$ cat src/rtl/fetch_stage.sv
// Instruction-fetch stage: owns the PC, drives inst_mem and captures the returned word into IF/ID.
// Latency: the instruction at pc appears on if_id_instr one edge after pc is presented.
// Backpressure: a load-use stall holds the PC and IF/ID; a redirect overrides a stall.
module fetch_stage #(
  parameter logic [31:0] RESET_PC = 32'h0000_0000,
  parameter int          CNT_W    = 16
) (
  input  logic             clk,
  input  logic             reset,
  input  logic             stall,
  input  logic             flush,
  input  logic             branch_taken,
  input  logic [31:0]      branch_target,
  input  logic             jump,
  input  logic [31:0]      jump_target,
  input  logic [31:0]      instruction,
  output logic [31:0]      pc,
  output logic [31:0]      if_id_pc,
  output logic [31:0]      if_id_pc4,
  output logic [31:0]      if_id_instr,
  output logic             if_id_valid,
  output logic [CNT_W-1:0] fetch_count
);

  typedef enum logic [1:0] {
    BOOT = 2'd0,
    RUN  = 2'd1,
    HOLD = 2'd2
  } state_t;

  state_t            state_q, state_d;
  logic [31:0]       pc_q, pc_d;
  logic [31:0]       if_id_pc_q, if_id_pc_d;
  logic [31:0]       if_id_pc4_q, if_id_pc4_d;
  logic [31:0]       if_id_instr_q, if_id_instr_d;
  logic              if_id_valid_q, if_id_valid_d;
  logic [CNT_W-1:0]  fetch_count_q, fetch_count_d;

  logic [31:0]       pc_plus4;
  logic              redirect;
  logic [31:0]       redirect_pc;

  // Redirect target selection: a taken branch beats a jump; targets are forced to word alignment.
  always_comb begin
    pc_plus4    = pc_q + 32'd4;
    redirect    = branch_taken | jump;
    redirect_pc = (branch_taken ? branch_target : jump_target) & ~32'h3;
  end

  // Next-state and datapath: redirect > stall > flush > sequential, only outside BOOT.
  always_comb begin
    state_d       = state_q;
    pc_d          = pc_q;
    if_id_pc_d    = if_id_pc_q;
    if_id_pc4_d   = if_id_pc4_q;
    if_id_instr_d = if_id_instr_q;
    if_id_valid_d = if_id_valid_q;
    fetch_count_d = fetch_count_q;

    case (state_q)
      BOOT: begin
        // One idle cycle after reset: PC held, IF/ID remains the reset bubble.
        state_d = RUN;
      end
      default: begin
        if (redirect) begin
          // Wrong-path instruction is squashed even when a stall is pending.
          state_d       = RUN;
          pc_d          = redirect_pc;
          if_id_pc_d    = 32'h0;
          if_id_pc4_d   = 32'h0;
          if_id_instr_d = 32'h0;
          if_id_valid_d = 1'b0;
        end else if (stall) begin
          // Hold everything; a concurrent flush must not destroy the stalled instruction.
          state_d = HOLD;
        end else if (flush) begin
          state_d       = RUN;
          pc_d          = pc_plus4;
          if_id_pc_d    = 32'h0;
          if_id_pc4_d   = 32'h0;
          if_id_instr_d = 32'h0;
          if_id_valid_d = 1'b0;
        end else begin
          state_d       = RUN;
          pc_d          = pc_plus4;
          if_id_pc_d    = pc_q;
          if_id_pc4_d   = pc_plus4;
          if_id_instr_d = instruction;
          if_id_valid_d = 1'b1;
          if (fetch_count_q != {CNT_W{1'b1}}) begin
            fetch_count_d = fetch_count_q + 1'b1;
          end
        end
      end
    endcase
  end

  // State and pipeline registers with synchronous active-low reset that overrides everything.
  always_ff @(posedge clk) begin
    if (!reset) begin
      state_q       <= BOOT;
      pc_q          <= RESET_PC;
      if_id_pc_q    <= 32'h0;
      if_id_pc4_q   <= 32'h0;
      if_id_instr_q <= 32'h0;
      if_id_valid_q <= 1'b0;
      fetch_count_q <= '0;
    end else begin
      state_q       <= state_d;
      pc_q          <= pc_d;
      if_id_pc_q    <= if_id_pc_d;
      if_id_pc4_q   <= if_id_pc4_d;
      if_id_instr_q <= if_id_instr_d;
      if_id_valid_q <= if_id_valid_d;
      fetch_count_q <= fetch_count_d;
    end
  end

  assign pc          = pc_q;
  assign if_id_pc    = if_id_pc_q;
  assign if_id_pc4   = if_id_pc4_q;
  assign if_id_instr = if_id_instr_q;
  assign if_id_valid = if_id_valid_q;
  assign fetch_count = fetch_count_q;

endmodule

$ cat config.mk
export PLATFORM = sky130hd
export DESIGN_NAME = fetch_stage
export DESIGN_NICKNAME = d
export VERILOG_FILES = /design/src/rtl/fetch_stage.sv
export SDC_FILE = /design/constraint.sdc
export NUM_CORES = 1
export LEC_CHECK = 0
export ABC_CLOCK_PERIOD_IN_PS = 1880
export CORE_MARGIN = 1
export CORE_UTILIZATION = 40
export DETAILED_ROUTE_END_ITERATION = 16
export PLACE_DENSITY = 0.87
export REMOVE_ABC_BUFFERS = 1
export SYNTH_ARGS = -nofsm -noshare
export SYNTH_HDL_FRONTEND = slang
export SYNTH_SLANG_ARGS = --single-unit
$ cat constraint.sdc
create_clock -name clk -period 1.88 [get_ports clk]
set_input_delay 0.282 -clock clk [delete_from_list [all_inputs] [get_ports clk]]
set_output_delay 0.282 -clock clk [all_outputs]
set_load 0.05 [all_outputs]
==> impl_results.md <==
* Final Cycle Share at 1.00
* Largest net degree at the start of global routing at ~70
* Root Driver: clkbuf_16
* Final setup viols at 1
* # port buffers at 240
* Top Ports at 247
* Yosys top cell area share at 0.444
* Max transition margin at 0.642
* Placer Congestion at approximately 0.87
* Placeable Area at 15400 um^2
* Clk slew on worst S/H paths at approximately 60 ps
* HPWL Detailed at 15800 um
* Setup Skew at 9.69 ps
* Die Span Y at roughly 130 um
* Worst Path Required at 2260 ps
* WP data arrival at approximately 2300 ps
* Area contributors post-synth: dfxtp_1 (44%), a22oi_1 (8.8%), nor2_1 (6.3%), xnor2_1 (4.7%), nand2_1 (3.1%)
* Post-synth ARST share at 0
* CTS tree: built
* Grt total ovfl at 0
* Power per Cell Area at approximately 740 nW/um^2
* Most common cell in the netlist: dfxtp_1
* Synth Flop Type: dfxtp_1
* Sequential cell area fraction in the yosys report at 0.444
* Clk sinks at around 140
* Skew-Pair Late Insertion Delay at 430 ps
* Minimum clock period at 1880 ps
* Synth area leader: dfxtp_1
* Post-synthesis xor/xnor area fraction at 0.0534
* Final hold violation count at 0
* Final WL at roughly 23000 um
* Synthesis-to-layout area growth at 60.7%
* Final core utilization at 0.667
* Worst slew pin tran at around 540 ps
* First-pass GRT wire length at 34500 um
* Adder-Cell Fraction of Synth Area at 0.00391
* Synth top cells by count: dfxtp_1 (142), nor2_1 (108), a22oi_1 (75)
* # DRC at 0
* Initial Utilization at 0.415
* Max-slew violation count at 0
* Netlist cell types at 62
* WS Path Type: reg2reg
* Total number of vias at 7026
* # rows at 45
* Vias in the first global route at 6733
* Placed insts at 1223
* Final worst slack at -1.66 ps
* Simple-Gate Fraction of Synth Area at 0.204
* Mux cell area share after synthesis at 0.00469
* Syn Inst Count at 745
* Clock buffer depth at 2
* Number of antenna violations at the first check in global routing at 1
* Die width at 129 um
* CP Capture Type: flip-flop
* H-Tree Depth at 4
* Max cap viols at 0
* Worst vdd ir at 0.662 mV
* Critical path peak fanout at 2
* Antenna Nets Post-Route at 0
* Unrepaired setup endpoints after global routing: yes
* Gr usage total at 0.267
* Syn avg cell area at 8.59 um^2
* Post-synth EDFFs at 0
* Hold crit path type: reg2reg
* CTS buffer count at 17
* Design Area, Final at 10300 um^2
* Post-DP Area at around 9500 um^2
* Status: complete, but fails checks
* Via density at 5.59
* Synth Area in Compound Gates at 0.231
* 1st-iter DRT viols at 620
* CTS Hold Bufs at 0
* Yosys warns at 0
* Die footprint at 16500 um^2
* Fmax at about 0.53 GHz
* Mapped cell area at 6400 um^2
* Wire per inst at 18.3 um
* Fin cells at 1257
* Share of layout cells above drive strength 1 at 0.202
* Fillers at 1250
* Violated checks: negative setup slack
* Largest family of logic cells by synthesized area: compound AO/OA/AOI/OAI gates
* Drt first pass iters at 6
* Yosys reg bits at between 100 and 150
* Final nets at roughly 1100
* P_leak at 4.92 nW
* Worst Setup Start Kind: flip-flop
==> per-layer routing <==
metal,GRT usage,vias to the layer above,share of wire
li1,-,3291,-
met1,0.325,3330,0.40
met2,0.442,361,0.48
met3,0.0798,44,0.092
met4,0.109,0,0.023
met5,0,-,0
==> cell usage in the layout, fill, tap and decap left out, drive strengths merged, types with 30 or more instances in the layout <==
| master | n |
|---|---|
| dlymetal6s2s | 54 |
| dlygate4sd2 | 30 |
| nand2 | 53 |
| o21ai | 39 |
| nor2 | 109 |
| dfxtp | 142 |
| a22oi | 75 |
| buf | 145 |
| xnor2 | 34 |
| clkdlybuf4s50 | 117 |
==> cell families after synthesis <==
logic type,count (synthesis)
other,1
AOI/OAI and AO/OA,207
muxes,3
and+or+nand+nor,266
buffers and inverters,85
DFF,142
adders and majority gates,2
xor gates and xnor gates,39
==> critical path, cell delays in order (launching register included) <==
cell and delay (ps):
dfxtp_2 330, ha_2 170, and3_4 200, nand4_1 140
or4_4 570, a2111oi_4 290, o21a_1 140
==> per-stage QoR <==
step / setup TNS [ps] / total power [mW] / hold WS (ps) / setup slack (ps)
CTS: -23.2 / 7.65 / 453 / -23.2
detailed placement: -18970 / 4.45 / 440 / -228
floorplan: -310910 / 3.77 / 390 / -2960
finish: -1.66 / 7.64 / 446 / -1.66
global placement: -15870 / 4.43 / 434 / -197
global route: -338 / 7.88 / 463 / -86.1
==> area by class of cell <==
| type | count | area, um^2 | share of cell area |
|---|---|---|---|
| diodes | 1 | 2.50 | 0.000243 |
| repair buffers | 346 | 3310 | 0.322 |
| well taps | 211 | 264 | 0.0257 |
| clock buffers | 21 | 470 | 0.0457 |
| flip-flops and latches | 142 | 2850 | 0.277 |
| clock inverters | 10 | 90.1 | 0.00876 |
| inverters | 7 | 27.5 | 0.00268 |
| multi-input cells | 519 | 3270 | 0.318 |
==> worst paths after layout <==
check / from / endpoint / slack, ps / depth (start not counted)
setup / recovery: pc[2]$_SDFFE_PN0N_ / pc[22]$_SDFFE_PN0N_ / -2 / 6
setup reg to reg: pc[2]$_SDFFE_PN0N_ / pc[22]$_SDFFE_PN0N_ / -2 / 6
hold reg to reg: if_id_pc4[25]$_SDFFE_PN0N_ / if_id_pc4[25]$_SDFFE_PN0N_ / 450 / 2
hold / removal: if_id_pc4[25]$_SDFFE_PN0N_ / if_id_pc4[25]$_SDFFE_PN0N_ / 450 / 2
==> where the power goes <==
| group | internal [mW] | total (mW) | switching [mW] |
|---|---|---|---|
| Sequential | 3.08 | 3.13 | 0.0531 |
| Clock | 1.91 | 3.22 | 1.31 |
| Combinational | 0.561 | 1.29 | 0.725 |
==> sequential cells by signal (all words and copies together) (netlist names) <==
signal       flops
if_id_pc        31
if_id_instr     32
state_q          2
if_id_valid      1
if_id_pc4       30
fetch_count     16
pc              30
==> what timing repair did <==
item                                   in CTS  in global routing
gates resized for setup                    34                 72
pin swaps                                   4                  5
buffers inserted                            1                  1
endpoints found under the hold margin       0                  0
setup endpoints to repair                  32                 71
No activity file was read; power rests on OpenSTA's default activity.
